==> src/rtl/rv32i_types.sv <==
// ============================================================================
// Module      : rv32i_types (package)
// Description : Shared RV32I load/store encodings, MEM-stage FSM state and
//               small lane helpers used by the data-memory controller.
// Revision    : 1.0 - initial release
// ============================================================================
`default_nettype none

package rv32i_types;

    localparam int C_XLEN = 32;

    typedef enum logic [2:0] {
        LB  = 3'b000,
        LH  = 3'b001,
        LW  = 3'b010,
        LBU = 3'b100,
        LHU = 3'b101
    } load_funct3_t;

    typedef enum logic [2:0] {
        SB = 3'b000,
        SH = 3'b001,
        SW = 3'b010
    } store_funct3_t;

    typedef enum logic [1:0] {
        IDLE = 2'd0,
        BUSY = 2'd1,
        DONE = 2'd2
    } dmem_state_t;

    // size is funct3[1:0]: 00 byte, 01 half, 10 word
    function automatic logic is_misaligned(input logic [1:0] size, input logic [1:0] off);
        is_misaligned = ((size == 2'b01) && off[0]) || ((size == 2'b10) && (off != 2'b00));
    endfunction

    function automatic logic [3:0] store_mbe(input logic [2:0] funct3, input logic [1:0] off);
        case (funct3)
            SB:      store_mbe = 4'b0001 << off;
            SH:      store_mbe = 4'b0011 << {off[1], 1'b0};
            default: store_mbe = 4'b1111;
        endcase
    endfunction

endpackage

`default_nettype wire

==> src/rtl/mem_stage_dmem_ctrl_if.sv <==
// ============================================================================
// Module      : mem_stage_dmem_ctrl_if
// Description : EXMEM request fields, dmem bus and MEMWB-facing results of
//               the MEM-stage data-memory controller.
// Revision    : 1.0 - initial release
// ============================================================================
`default_nettype none

interface mem_stage_dmem_ctrl_if;
    import rv32i_types::*;

    logic              ex_valid;
    logic              ex_load;
    logic              ex_store;
    logic [2:0]        ex_funct3;
    logic [C_XLEN-1:0] ex_addr;
    logic [C_XLEN-1:0] ex_store_data;
    logic              pipe_adv;

    logic              dmem_read;
    logic              dmem_write;
    logic [C_XLEN-1:0] dmem_addr;
    logic [C_XLEN-1:0] dmem_wdata;
    logic [3:0]        dmem_mbe;
    logic              dmem_resp;
    logic [C_XLEN-1:0] dmem_rdata;

    logic [C_XLEN-1:0] mem_rdata;
    logic              mem_stall;
    logic              misaligned;

    modport master (
        input  ex_valid, ex_load, ex_store, ex_funct3, ex_addr, ex_store_data, pipe_adv,
        input  dmem_resp, dmem_rdata,
        output dmem_read, dmem_write, dmem_addr, dmem_wdata, dmem_mbe,
        output mem_rdata, mem_stall, misaligned
    );

    modport slave (
        output ex_valid, ex_load, ex_store, ex_funct3, ex_addr, ex_store_data, pipe_adv,
        output dmem_resp, dmem_rdata,
        input  dmem_read, dmem_write, dmem_addr, dmem_wdata, dmem_mbe,
        input  mem_rdata, mem_stall, misaligned
    );

endinterface

`default_nettype wire

==> src/rtl/mem_load_align.sv <==
// ============================================================================
// Module      : mem_load_align
// Description : Extracts the addressed byte/half/word from a memory word and
//               sign- or zero-extends it according to the load funct3.
// Revision    : 1.0 - initial release
// ============================================================================
`default_nettype none

module mem_load_align
    import rv32i_types::*;
(
    input  wire [C_XLEN-1:0] i_rdata,
    input  wire [1:0]        i_off,
    input  wire [2:0]        i_funct3,
    output logic [C_XLEN-1:0] o_result
);

    logic [7:0]  w_byte;
    logic [15:0] w_half;

    always_comb begin
        case (i_off)
            2'd0:    w_byte = i_rdata[7:0];
            2'd1:    w_byte = i_rdata[15:8];
            2'd2:    w_byte = i_rdata[23:16];
            default: w_byte = i_rdata[31:24];
        endcase
        w_half = i_off[1] ? i_rdata[31:16] : i_rdata[15:0];

        case (i_funct3)
            LB:      o_result = {{24{w_byte[7]}}, w_byte};
            LBU:     o_result = {24'd0, w_byte};
            LH:      o_result = {{16{w_half[15]}}, w_half};
            LHU:     o_result = {16'd0, w_half};
            default: o_result = i_rdata;
        endcase
    end

endmodule

`default_nettype wire

==> src/rtl/mem_stage_dmem_ctrl.sv <==
// ============================================================================
// Module      : mem_stage_dmem_ctrl
// Description : MEM-stage data-memory initiator: issues one dmem request per
//               EXMEM load/store, stalls until the response, aligns results.
// Revision    : 1.0 - initial release
// ============================================================================
`default_nettype none

module mem_stage_dmem_ctrl
    import rv32i_types::*;
#(
    parameter int XLEN = C_XLEN
) (
    input wire                    clk,
    input wire                    rst,
    mem_stage_dmem_ctrl_if.master bus
);

    dmem_state_t     state_q, state_d;
    logic            read_q, read_d;
    logic            write_q, write_d;
    logic [XLEN-1:0] addr_q, addr_d;
    logic [XLEN-1:0] wdata_q, wdata_d;
    logic [XLEN-1:0] rdata_q, rdata_d;
    logic [3:0]      mbe_q, mbe_d;
    logic [2:0]      funct3_q, funct3_d;
    logic [1:0]      off_q, off_d;

    logic            w_access;
    logic            w_misaligned;
    logic            w_mem_op;
    logic [XLEN-1:0] w_load_result;

    assign w_access     = bus.ex_valid & (bus.ex_load | bus.ex_store);
    assign w_misaligned = w_access & is_misaligned(bus.ex_funct3[1:0], bus.ex_addr[1:0]);
    assign w_mem_op     = w_access & ~w_misaligned;

    // Alignment works from the latched lane/width, since EXMEM may change once DONE is left
    mem_load_align u_load_align (
        .i_rdata  (bus.dmem_rdata),
        .i_off    (off_q),
        .i_funct3 (funct3_q),
        .o_result (w_load_result)
    );

    always_comb begin
        state_d  = state_q;
        read_d   = read_q;
        write_d  = write_q;
        addr_d   = addr_q;
        wdata_d  = wdata_q;
        rdata_d  = rdata_q;
        mbe_d    = mbe_q;
        funct3_d = funct3_q;
        off_d    = off_q;

        case (state_q)
            IDLE: begin
                if (w_mem_op) begin
                    read_d   = bus.ex_load;
                    write_d  = ~bus.ex_load;
                    addr_d   = {bus.ex_addr[XLEN-1:2], 2'b00};
                    funct3_d = bus.ex_funct3;
                    off_d    = bus.ex_addr[1:0];
                    if (bus.ex_load) begin
                        mbe_d   = 4'b1111;
                        wdata_d = '0;
                    end else begin
                        mbe_d   = store_mbe(bus.ex_funct3, bus.ex_addr[1:0]);
                        wdata_d = bus.ex_store_data << {bus.ex_addr[1:0], 3'b000};
                    end
                    state_d = BUSY;
                end
            end
            BUSY: begin
                if (bus.dmem_resp) begin
                    read_d  = 1'b0;
                    write_d = 1'b0;
                    addr_d  = '0;
                    wdata_d = '0;
                    mbe_d   = 4'b0000;
                    rdata_d = read_q ? w_load_result : '0;
                    state_d = DONE;
                end
            end
            DONE: begin
                // Clearing here keeps mem_rdata at 0 for a following misaligned access
                if (bus.pipe_adv) begin
                    rdata_d = '0;
                    state_d = IDLE;
                end
            end
            default: state_d = IDLE;
        endcase
    end

    always_ff @(posedge clk or posedge rst) begin
        if (rst) begin
            state_q  <= IDLE;
            read_q   <= 1'b0;
            write_q  <= 1'b0;
            addr_q   <= '0;
            wdata_q  <= '0;
            rdata_q  <= '0;
            mbe_q    <= 4'b0000;
            funct3_q <= 3'b000;
            off_q    <= 2'b00;
        end else begin
            state_q  <= state_d;
            read_q   <= read_d;
            write_q  <= write_d;
            addr_q   <= addr_d;
            wdata_q  <= wdata_d;
            rdata_q  <= rdata_d;
            mbe_q    <= mbe_d;
            funct3_q <= funct3_d;
            off_q    <= off_d;
        end
    end

    assign bus.dmem_read  = read_q;
    assign bus.dmem_write = write_q;
    assign bus.dmem_addr  = addr_q;
    assign bus.dmem_wdata = wdata_q;
    assign bus.dmem_mbe   = mbe_q;
    assign bus.mem_rdata  = rdata_q;
    assign bus.mem_stall  = (state_q == BUSY) | ((state_q == IDLE) & w_mem_op);
    assign bus.misaligned = w_misaligned;

endmodule

`default_nettype wire

==> src/flat_wrapper.sv <==
// flat-port wrapper written by rule: the top's interface ports become plain ports
module mem_stage_dmem_ctrl_flat import rv32i_types::*;
#(
    parameter int XLEN = C_XLEN
)
  (clk, rst, bus_ex_valid, bus_ex_load, bus_ex_store, bus_ex_funct3, bus_ex_addr, bus_ex_store_data, bus_pipe_adv, bus_dmem_resp, bus_dmem_rdata, bus_dmem_read, bus_dmem_write, bus_dmem_addr, bus_dmem_wdata, bus_dmem_mbe, bus_mem_rdata, bus_mem_stall, bus_misaligned);
  mem_stage_dmem_ctrl_if bus_i ();
  input wire clk;
  input wire rst;
  input wire logic [$bits(bus_i.ex_valid)-1:0] bus_ex_valid;
  input wire logic [$bits(bus_i.ex_load)-1:0] bus_ex_load;
  input wire logic [$bits(bus_i.ex_store)-1:0] bus_ex_store;
  input wire logic [$bits(bus_i.ex_funct3)-1:0] bus_ex_funct3;
  input wire logic [$bits(bus_i.ex_addr)-1:0] bus_ex_addr;
  input wire logic [$bits(bus_i.ex_store_data)-1:0] bus_ex_store_data;
  input wire logic [$bits(bus_i.pipe_adv)-1:0] bus_pipe_adv;
  input wire logic [$bits(bus_i.dmem_resp)-1:0] bus_dmem_resp;
  input wire logic [$bits(bus_i.dmem_rdata)-1:0] bus_dmem_rdata;
  output wire logic [$bits(bus_i.dmem_read)-1:0] bus_dmem_read;
  output wire logic [$bits(bus_i.dmem_write)-1:0] bus_dmem_write;
  output wire logic [$bits(bus_i.dmem_addr)-1:0] bus_dmem_addr;
  output wire logic [$bits(bus_i.dmem_wdata)-1:0] bus_dmem_wdata;
  output wire logic [$bits(bus_i.dmem_mbe)-1:0] bus_dmem_mbe;
  output wire logic [$bits(bus_i.mem_rdata)-1:0] bus_mem_rdata;
  output wire logic [$bits(bus_i.mem_stall)-1:0] bus_mem_stall;
  output wire logic [$bits(bus_i.misaligned)-1:0] bus_misaligned;
  assign bus_i.ex_valid = bus_ex_valid;
  assign bus_i.ex_load = bus_ex_load;
  assign bus_i.ex_store = bus_ex_store;
  assign bus_i.ex_funct3 = bus_ex_funct3;
  assign bus_i.ex_addr = bus_ex_addr;
  assign bus_i.ex_store_data = bus_ex_store_data;
  assign bus_i.pipe_adv = bus_pipe_adv;
  assign bus_i.dmem_resp = bus_dmem_resp;
  assign bus_i.dmem_rdata = bus_dmem_rdata;
  assign bus_dmem_read = bus_i.dmem_read;
  assign bus_dmem_write = bus_i.dmem_write;
  assign bus_dmem_addr = bus_i.dmem_addr;
  assign bus_dmem_wdata = bus_i.dmem_wdata;
  assign bus_dmem_mbe = bus_i.dmem_mbe;
  assign bus_mem_rdata = bus_i.mem_rdata;
  assign bus_mem_stall = bus_i.mem_stall;
  assign bus_misaligned = bus_i.misaligned;
  mem_stage_dmem_ctrl #(.XLEN(XLEN)) u_core (.clk(clk), .rst(rst), .bus(bus_i));
endmodule
==> config.mk <==
export PLATFORM = sky130hd
export DESIGN_NAME = mem_stage_dmem_ctrl_flat
export DESIGN_NICKNAME = d
export VERILOG_FILES = /design/src/rtl/rv32i_types.sv /design/src/rtl/mem_stage_dmem_ctrl_if.sv /design/src/rtl/mem_load_align.sv /design/src/rtl/mem_stage_dmem_ctrl.sv /design/src/flat_wrapper.sv
export SDC_FILE = /design/constraint.sdc
export NUM_CORES = 1
export LEC_CHECK = 0
export ABC_AREA = 1
export BUFFER_PORTS_ARGS = -buffer_cell sky130_fd_sc_hd__buf_2
export CAP_MARGIN = 15
export CORE_MARGIN = 3
export CORE_UTILIZATION = 45
export CTS_BUF_LIST = sky130_fd_sc_hd__clkbuf_4 sky130_fd_sc_hd__clkbuf_8
export CTS_CLUSTER_SIZE = 20
export DETAILED_ROUTE_END_ITERATION = 8
export PLACE_DENSITY = 0.78
export SLEW_MARGIN = 20
export SYNTH_ARGS = -nofsm -noshare
export SYNTH_HDL_FRONTEND = slang
export SYNTH_SLANG_ARGS = --single-unit
==> constraint.sdc <==
create_clock -name clk -period 3.57 [get_ports clk]
set_input_delay 0.1785 -clock clk [delete_from_list [all_inputs] [get_ports clk]]
set_output_delay 0.1785 -clock clk [all_outputs]
set_load 0.05 [all_outputs]
### After elaboration in Yosys (flattened, before gate mapping)

Index checks and enable logic that the tools add are counted.

* reductions and logical operators: 14
* muxes and demuxes: 27
* eq/ne operators: 13
* shifts and indexed selects: 3
* bitwise operators: 8

Operators with widths (number)
* $mux W32: 7
* $pmux W32 S2: 3
* $pmux W32 S4: 1
* $shl A32 B5 Y32: 1
* $pmux W8 S3: 1
* $mux W16: 1
* $pmux W4 S2: 2
* $mux W4: 3
* $reduce_and A3 Y1: 3
* $eq A2 B1 Y1 const B: 3
* $eq A2 B2 Y1 const B: 3
* $eq A3 B1 Y1 const B: 2
* $eq A3 B3 Y1 const B: 2
* $logic_not A3 Y1: 2
* $mux W2: 3
* $pmux W2 S3: 1
* $reduce_bool A2 Y1: 3
* $and A1 B1 Y1: 4
* $logic_not A2 Y1: 2
* $ne A2 B2 Y1 const B: 2
* $pmux W1 S2: 2
* $shl A1 B2 Y4 const A: 1
* $shl A2 B2 Y4 const A: 1
* $mux W1: 3
* 6 further kinds: 9

* input port bits: 106
* register bits: 109

### Longest topological paths before layout

Gate-level depths: netlist of the first run.

* depth in word-level cells: 8
* mapped depth: 10
* mapped depth without buffers: 8

### Hierarchy

From an unflattened synthesis of the first run, not the netlist that was laid out.

* cell total of the unflattened synthesis: 853
* area total of the unflattened synthesis: 6013.3 um^2

By module, submodules not included
* mem_stage_dmem_ctrl: cells an instance 661, times used 1, sequential area each 2677.6 um^2, area each 5117.4 um^2
* mem_load_align: cells an instance 192, times used 1, sequential area each 0.0 um^2, area each 895.9 um^2

### Worst setup path after synthesis of the first run

No wires, ideal clock.

* path kind: register to register
* start: register u_core.state_q[1]
* end: register u_core.addr_q[10] (netlist: u_core.bus.dmem_addr[10])
* path slack: 1931 ps
* library setup time: 119 ps
* data required time: 3451 ps
* stages on the path, launching flop included: 9
* arrival: 1520 ps
* cells stage by stage: dfrtp_1 > nor2_1 > nand3_2 > o21bai_4 > nand2_2 > buf_6 > buf_6 > nand2_2 > nand2_1

* longest elaborated chain between the ends: 3
* elaborated cells on any way between the ends: 7

RTL lines
* from (decl): RTL line mem_stage_dmem_ctrl.sv:19 `dmem_state_t state_q, state_d;`
* from (signal assigned): RTL line mem_stage_dmem_ctrl.sv:109 `state_q <= state_d;`
* $eq A2 B1 Y1 or $logic_not A2 Y1 (tied branches): RTL line mem_stage_dmem_ctrl.sv:57 `case (state_q)`
* $ne A2 B2 Y1 (no line) (tied with other cells)
* $reduce_and A3 Y1 (no line)
* to (signal assigned): RTL line mem_stage_dmem_ctrl.sv:112 `addr_q <= addr_d;`
* to (decl): RTL line mem_stage_dmem_ctrl.sv:22 `logic [XLEN-1:0] addr_q, addr_d;`

Parallel ways exist; a longest one is shown, timed or not.
A chain may end at the register's enable or synchronous reset.

### Worst setup path after layout of the first run

* start: register u_core.state_q[1]
* end: register u_core.rdata_q[7] (netlist: u_core.bus.mem_rdata[7])

* longest elaborated chain between the ends: 3
* elaborated cells on any way between the ends: 7

RTL lines
* $eq A2 B2 Y1 or $eq A2 B1 Y1 (tied branches): RTL line mem_stage_dmem_ctrl.sv:57
* $ne A2 B2 Y1 (no line) or $reduce_bool A2 Y1 (tied branches)
* $reduce_and A3 Y1 (no line)
* to (signal assigned): RTL line mem_stage_dmem_ctrl.sv:114 `rdata_q <= rdata_d;`
* to (decl): RTL line mem_stage_dmem_ctrl.sv:24 `logic [XLEN-1:0] rdata_q, rdata_d;`

Parallel ways exist; a longest one is shown, timed or not.

==> results by group, run 1 <==
Critical path
  – Required time of the critical path: 3910 ps
  – Critical path fanouts, max: 26
  – Crit path DAT: around 2400 ps
  – Crit Path Class: reg -> reg
  – Setup crit start kind: register
  – CP max stage cell: nand3_1
  – Crit end category: register
  – CP Buf/Inv Count: 1
  – Worst r2r path cells: 5
  – Worst path cell trace: nor2_1 -> nand3_1 -> inv_1 -> nand2_1 -> nand2_1
  – Worst path top cell family by delay: simple AND/OR/NAND/NOR gates
  – Critical path's largest stage delay: 720 ps
  – Most frequent CP cell: nand2_1
  – Worst path depth: 5

Routing
  – Vias per Instance: slightly above 5
  – DRC errors left: 0
  – Pre-antenna DRT Iters: 6
  – Initial DRC count: roughly 450
  – Routed Antenna Nets: 0
  – WL/cell: between 10 and 15 µm
  – Via count of the routed design: between 5000 and 6000
  – Post-Route WL: between 15 and 20 mm

Global route
  – Total track usage: between 20% and 30%
  – Grt ovf: 0
  – Global-route wire length before repair: between 20 and 30 mm
  – Pin count of the biggest net entering global routing: between 80 and 90
  – Met2 usage: 42.0%
  – GR Util met3: between 5 and 6%
  – Initial antenna violation count: 0
  – Vias in the first global route: 5482
  – Gr busiest metal: met2
  – M1 GR Usage: a little under a third

Cells and area
  – Final instance area: 0.00705 mm²
  – Combined area of the multi-input logic cells: approximately 0.0024 mm²
  – Fillers: around 1100
  – Register area: around 0.0027 mm²
  – Synthesis-to-finish area growth: 29.4%
  – Layout cells sized above 1: a little over a quarter
  – NumNets Final: roughly 1100

Floorplanning
  – Core area: between 0.01 and 0.015 mm²
  – Die height: 116 µm
  – Die area: roughly 0.013 mm²
  – Die width: between 100 and 150 µm
  – IO Pins: 210
  – Row count: 39
  – Initial Utilization: 46.9%

Clock network
  – CTS resizes: 0
  – Cts hold-fix bufs: 30
  – CTS Buffer Depth: 2
  – Number of CTS-inserted buffers: 9
  – CTS Root Cell: clkbuf_8
  – Clk Latency, worst-skew pair: a little under 400 ps
  – Reg clk slew, reported paths: roughly 110 ps
  – Sink Count: 107
  – CTS tree: yes
  – Post-CTS Setup Repair Bufs: 0
  – H-tree depth: 3

Timing
  – Setup TNS: 0 ps
  – Tmin final: between 2000 and 2500 ps
  – Slew @ Worst Pin: approximately 1100 ps
  – Pins over their slew limit: 0
  – Slew headroom: between 20 and 30%
  – Final Hold Fails: 0
  – Achievable frequency: 0.475 GHz
  – RSZ-0062 raised after global routing: no
  – Clock skew: 12.4 ps
  – Final hold slack: 21.5 ps
  – Setup Viol. Count Final: 0
  – Final period utilization: between 50% and 60%

Yosys
  – Share of the synthesized area in the top cell type: 49.1%
  – Flip-flop and latch count after synthesis: roughly 110
  – Part of the Yosys area used for sequential elements: about half
  – Top cells by area, synth: dfrtp_1 (49%), nand2_1 (25%), nor2_1 (3.6%)
  – Ys Warns: 0
  – Synthesized cell area: ~0.0055 mm²
  – Post-Syn Area per Cell: about 7.3 µm²
  – Largest area contributor in the netlist: dfrtp_1
  – Post-synth cell types: 27
  – Syn Inst Count: ~750

Job
  – Max cap viols: 0

Placement
  – Port bufs: 207
  – Placed cell area: approximately 0.0065 mm²
  – HPWL after DPL: 11.7 mm
  – Final Wtd Congestion: between 0.9 and 1

Power and ir drop
  – Power density cells: 789 mW/mm²
  – P_leak: around 4.3 nW
  – VDD IR max: slightly below 600 µV

Hold path
  – WHS Path Cells: 3
  – Min-Delay Path Class: in -> reg

Outcome
  – Status: completed
## worst reg2reg max path, stage by stage, from the launching register on
cell	delay [ps]
dfrtp_1	430
nor2_1	260
nand3_1	720
inv_1	470
nand2_1	100
nand2_1	60
## cells in the mapped netlist
library cell,count
inv_1,43
nor2_1,52
nor2_4,1
inv_2,3
nand2_4,1
buf_1,1
or2_2,11
buf_6,4
buf_4,4
nand3b_1,1
nand3_1,32
nand3_4,1
and3_1,1
buf_2,14
o211ai_1,4
o21ai_0,33
nand4_1,22
dfrtp_1,107
inv_4,1
o21bai_4,1
nand3_2,1
nand2_1,362
clkbuf_1,16
nand2_2,13
a21oi_1,13
conb_1,1
a22oi_1,5
## final timing paths
| path | from | end | slack [ps] |
|---|---|---|---|
| setup / recovery | u_core.state_q[1] | u_core.bus.mem_rdata[7] | 1470 |
| hold / removal | bus_ex_funct3[2] | u_core.funct3_q[2] | 20 |
| setup reg to reg | u_core.state_q[1] | u_core.bus.mem_rdata[7] | 1470 |
| hold reg to reg | u_core.bus.dmem_mbe[1] | u_core.bus.dmem_mbe[1] | 480 |
| max in group asynchronous | rst | u_core.bus.dmem_addr[8] | 2410 |
| min in group asynchronous | rst | u_core.bus.mem_rdata[30] | 420 |
## cells in the final DEF, fill, tap and decap left out
| master | n |
|---|---|
| a21oi_1 | 13 |
| a22oi_1 | 5 |
| and3_1 | 1 |
| buf_12 | 1 |
| buf_2 | 207 |
| buf_4 | 5 |
| clkbuf_8 | 9 |
| clkinv_4 | 1 |
| clkinv_8 | 1 |
| conb_1 | 2 |
| dfrtp_1 | 107 |
| diode_2 | 3 |
| dlygate4sd3_1 | 32 |
| inv_1 | 42 |
| inv_2 | 3 |
| inv_4 | 1 |
| inv_6 | 3 |
| inv_8 | 3 |
| nand2_1 | 362 |
| nand2_2 | 13 |
| nand2_4 | 1 |
| nand3_1 | 32 |
| nand3_2 | 1 |
| nand3_4 | 1 |
| nand3b_1 | 1 |
| nand4_1 | 22 |
| nor2_1 | 52 |
| nor2_4 | 1 |
| o211ai_1 | 4 |
| o21ai_0 | 33 |
| o21bai_4 | 1 |
| or2_2 | 11 |
## cells by family after synthesis
| family | share of synthesized area [%] |
|---|---|
| AND/OR/NAND/NOR | 37.9 |
| buffers and inverters | 7.11 |
| other | 0.0688 |
| AO/OA/AOI/OAI | 5.81 |
| flip-flops | 49.1 |
## report_power, final
part,internal (mW),switching (mW)
clock network,0.281,0.480
logic,0.680,2.28
registers,1.59,0.251
## flip-flops by register name, summed over array words and instances, names as in the netlist, 2 cells and up
| signal | flops |
|---|---|
| u_core.funct3_q | 3 |
| u_core.bus.dmem_wdata | 32 |
| u_core.bus.dmem_addr | 30 |
| u_core.state_q | 2 |
| u_core.off_q | 2 |
| u_core.bus.mem_rdata | 32 |
| u_core.bus.dmem_mbe | 4 |
## cell type report
class,instances,area share [%]
Antenna cell,3,0.106
Inverter,47,2.61
Clock inverter,7,1.08
Timing Repair Buffer,245,20.0
Clock buffer,9,1.76
Sequential cell,107,38.0
Multi-Input combinational cell,556,33.9
Tap cell,143,2.54
## per-stage QoR
stage | power [mW] | utilization, % | setup slack, ps | cells
after floorplan | 4.09 | - | 574 | 749
after global placement | 4.75 | 56.2 | 1330 | 1066
after detailed placement | 4.78 | 56.2 | 1280 | 1066
after CTS | 5.56 | 60.5 | 1440 | 1112
after global routing | 5.90 | 60.7 | 1190 | 1114
final | 5.56 | 60.7 | 1470 | 1117
## layer usage
layer  share of wire (%)  routed length (µm)  up-vias
li1                    -                   -     2757
met1                  41                6920     2623
met2                  48                8090      240
met3                 7.3                1210       38
met4                 2.9                 481        0
met5                   0                   0        -
(Power assumes the default switching activity.)
==> run 2: changes to the inputs <==
--- a/config.mk
+++ b/config.mk
@@ -5,7 +5,7 @@
 export SDC_FILE = /design/constraint.sdc
 export NUM_CORES = 1
 export LEC_CHECK = 0
-export ABC_AREA = 1
+export ABC_AREA = 0
 export BUFFER_PORTS_ARGS = -buffer_cell sky130_fd_sc_hd__buf_2
 export CAP_MARGIN = 15
 export CORE_MARGIN = 3
@@ -13,7 +13,7 @@
 export CTS_BUF_LIST = sky130_fd_sc_hd__clkbuf_4 sky130_fd_sc_hd__clkbuf_8
 export CTS_CLUSTER_SIZE = 20
 export DETAILED_ROUTE_END_ITERATION = 8
-export PLACE_DENSITY = 0.78
+export PLACE_DENSITY = 0.83
 export SLEW_MARGIN = 20
 export SYNTH_ARGS = -nofsm -noshare
 export SYNTH_HDL_FRONTEND = slang
==> constraint.sdc (replaced) <==
create_clock -name clk -period 1.7 [get_ports clk]
set_input_delay 0.085 -clock clk [delete_from_list [all_inputs] [get_ports clk]]
set_output_delay 0.085 -clock clk [all_outputs]
set_load 0.05 [all_outputs]
==> run 2 against run 1 <==
The flow now finishes with violations (setup timing). Synthesized cell count fell by 28%. Hold slack worse by 12 ps. Non-clock buffer count up 49. Routed wire length decreased by 0.74%. Clock-buffer cell count is 3 higher. Total power rose by 120%. Core utilization rose by 7.2 points. Clock power rose to 2.5 times the previous value. Design area rose by 4.9%. Combinational power up 120%. Largest power group unchanged. Highest routed layer is now met5.
==> results by group, run 2 <==
Outcome
  – Status: complete, but fails checks
  – Failing checks: setup timing

Power and ir drop
  – Power density cells: 1650 mW/mm² (+110%)
  – VDD IR max: 1080 µV (+85%)
  – Comb pwr share: 52.7% (-0.5 points)
  – Clock power frac: 15.7% (+2.0 points)
  – P_leak: 3.76 nW (-12%)
  – Sw Share: 49.2% (-4.9 points)
  – NetSw: 6.01 mW (+100%)
  – Pint: 6.21 mW (+140%)
  – Share of power burned in registers: 31.6% (-1.5 points)
  – Tot Pwr: 12.2 mW (+120%)

Floorplanning
  – Die height: 112 µm (-3.5%)
  – Initial Utilization: 46.4% (-0.53 points)
  – Die width: 112 µm (-3.5%)
  – Row count: 38 (-2.6%)
  – Die area: 0.0125 mm² (-6.9%)
  – Core area: 0.0109 mm² (-6.2%)
  – IO Pins: 210 (unchanged)

Cells and area
  – NumNets Final: 913 (-15%)
  – Most frequent cells in the layout: buf_2 (206), nand2_1 (128), dfrtp_1 (106)
  – Layout cells sized above 1: 35.1% (+8.0 points)
  – Fillers: 809 (-27%)
  – Synthesis-to-finish area growth: 46.4%
  – Most common cell after layout, fill and taps aside: buf_2

Placement
  – HPWL after DPL: 10.9 mm (-6.9%)
  – Port bufs: 207 (unchanged)
  – Final Wtd Congestion: 0.905 (-1.0%)

Timing
  – Final Hold Fails: 0 (unchanged)
  – Final period utilization: 103%
  – Slew headroom: 53.1% (+25 points)
  – Clock skew: 10.9 ps (-1.44 ps)
  – Setup Viol. Count Final: 3 (+3)
  – Tmin final: around 1800 ps
  – Slew @ Worst Pin: 702 ps (-369 ps)
  – Pins over their slew limit: 0 (unchanged)
  – Achievable frequency: approximately 0.57 GHz
  – Final hold slack: 9.26 ps (-12.3 ps)
  – Worst setup margin: -50.4 ps (-1520 ps)
  – RSZ-0062 raised after global routing: yes

Clock network
  – Reg clk slew, reported paths: 100 ps (about the same)
  – CTS tree: yes
  – CTS Root Cell: clkbuf_8
  – H-tree depth: 3 (unchanged)
  – CTS Buffer Depth: 2 (unchanged)
  – Clk Latency, worst-skew pair: 380 ps (about the same)
  – Sink Count: 107 (unchanged)
  – Number of CTS-inserted buffers: 9 (unchanged)

Yosys
  – Post-synth cell types: 40 (+48%)
  – Top cells by area, synth: dfrtp_1 (53%), o21ai_0 (10%), nand2_1 (9.6%)
  – EDFF count, synth: 0 (unchanged)
  – Count leader, synth: nand2_1
  – Flip-flop and latch count after synthesis: 107 (unchanged)
  – Largest area contributor in the netlist: dfrtp_1
  – Syn Inst Count: 539 (-28%)
  – Share of the synthesized area in the top cell type: 53.0% (+3.9 points)
  – Part of the Yosys area used for sequential elements: 53.0% (+3.9 points)
  – Ys Warns: 0 (unchanged)
  – Ys flop type: dfrtp_1
  – Synth top cells by count: nand2_1 (129), dfrtp_1 (107), o21ai_0 (104)
  – Post-Syn Area per Cell: 9.38 µm² (+29%)
  – Synthesized cell area: 0.00505 mm² (-7.3%)
  – Post-synthesis async set-or-reset flop share: 100% (unchanged)

Routing
  – WL/cell: 17.4 µm (+16%)
  – Via count of the routed design: 5269 (-6.9%)
  – Post-Route WL: 16.6 mm (-0.74%)
  – Pre-antenna DRT Iters: 5 (-1)
  – DRC errors left: 0 (unchanged)
  – Routed Antenna Nets: 0 (unchanged)
  – Initial DRC count: 620 (+37%)
  – Vias per Instance: 5.53 (+9.2%)

Critical path
  – Crit path DAT: 1670 ps (-770 ps)
  – CP Buf/Inv Count: 3 (+2)
  – CP max stage cell: dfrtp_1
  – Crit Path Class: reg -> out
  – Reg2reg setup slack: -10 ps (-1480 ps)
  – Critical path fanouts, max: 2 (-92%)
  – Setup crit start kind: register
  – Critical path's largest stage delay: 390 ps (-330 ps)
  – Worst path cell trace: or2_4 -> a2111oi_4 -> buf_6 -> inv_4 -> nand2_4 -> buf_8
  – Crit end category: output pin
  – Worst path top cell family by delay: flip-flops
  – Required time of the critical path: 1620 ps (-2290 ps)

Global route
  – Pin count of the biggest net entering global routing: 62 (-25%)
  – Grt ovf: 0 (unchanged)
  – Vias in the first global route: 5198 (-5.2%)
  – Initial antenna violation count: 2 (+2)
  – Total track usage: 24.9% (-0.26 points)
  – Global-route wire length before repair: 25.4 mm (-5.0%)

Hold path
  – Min-Delay Path Class: in -> reg

Job
  – Max cap viols: 0 (unchanged)
-- run 2: cell types whose count changed after synthesis, sizes merged, moves of 10 or more --
cell and change:
nand4 -22, nand3 -34, mux2i +23, inv -39
a21oi +12, or2 -10, nand2 -247, nor2 -41
nor2b +12, o21ai +74, a22o +16
-- run 2: layout make-up --
cell class              instances  area (µm²)  area share (%)
flip-flops and latches        107        2680            36.2
inverters                       8        36.3           0.491
well taps                     140         175            2.37
repair buffers                294        2010            27.1
clock inverters                 4        97.6            1.32
clock buffers                  12         153            2.06
diodes                          1        2.50          0.0338
multi-input cells             387        2250            30.4
-- run 2: path summary, 6_finish.rpt --
check                                             start                   endpoint  cells after the start
worst max-delay path                  u_core.state_q[0]              bus_mem_stall                      6
worst min-delay path                 bus_dmem_rdata[21]   u_core.bus.mem_rdata[21]                      3
worst max register to register        u_core.state_q[0]  u_core.bus.dmem_wdata[30]                      6
worst min register to register  u_core.bus.mem_rdata[1]    u_core.bus.mem_rdata[1]                      2
max in group asynchronous                           rst    u_core.bus.dmem_addr[5]                      4
min in group asynchronous                           rst  u_core.bus.dmem_wdata[29]                      4
-- run 2: power by group through the flow --
stage,sequential (mW),combinational (mW),clock (mW)
final,3.86,6.45,1.92
after global routing,3.95,6.83,2.08
after CTS,3.83,6.22,1.96
after detailed placement,3.86,6.06,0
after global placement,3.83,5.92,0
after floorplan,6.43,1.78,0
-- run 2: metal layers --
layer	part of all wire, %	vias to the layer above	track usage (%)
met5	0.078	-	0
met4	3.2	2	11.5
met3	7.9	46	4.95
met2	50	283	41.8
met1	39	2522	31.1
li1	-	2416	-
-- run 2: kinds of logic after synthesis --
logic type / count (synthesis) / share of synthesized area, %
AOI/OAI and AO/OA: 184 / 22.4
and+or+nand+nor: 171 / 14.4
DFF: 107 / 53.0
buffers and inverters: 46 / 3.81
muxes: 29 / 6.12
xor gates and xnor gates: 1 / 0.173
other: 1 / 0.0742
-- run 2: what timing repair did --
action	in CTS	in global routing
endpoints found under the setup margin	17	94
pin swaps	13	5
setup buffers	3	1
endpoints found under the hold margin	154	0
hold buffers	48	0
gates resized for setup	10	26
gates cloned	0	7
-- run 2: per-stage QoR --
stage	utilization, %	instance area (µm²)	instances	setup slack (ps)	setup TNS, ps
final	67.9	7400	953	-50.4	-67.7
after global placement	58.8	6400	877	28.1	0
after detailed placement	58.8	6400	877	-92.9	-359
after floorplan	-	5070	540	5.66	0
after CTS	66.0	7190	944	-133	-172
after global routing	67.9	7400	953	-125	-854
-- run 2: worst reg2reg max path, cell delays in order (launching register included) --
cell and delay (ps):
dfrtp_1 390, or2_4 270, or3_4 340, buf_6 130
nor2_4 200, buf_12 150, a32o_1 170
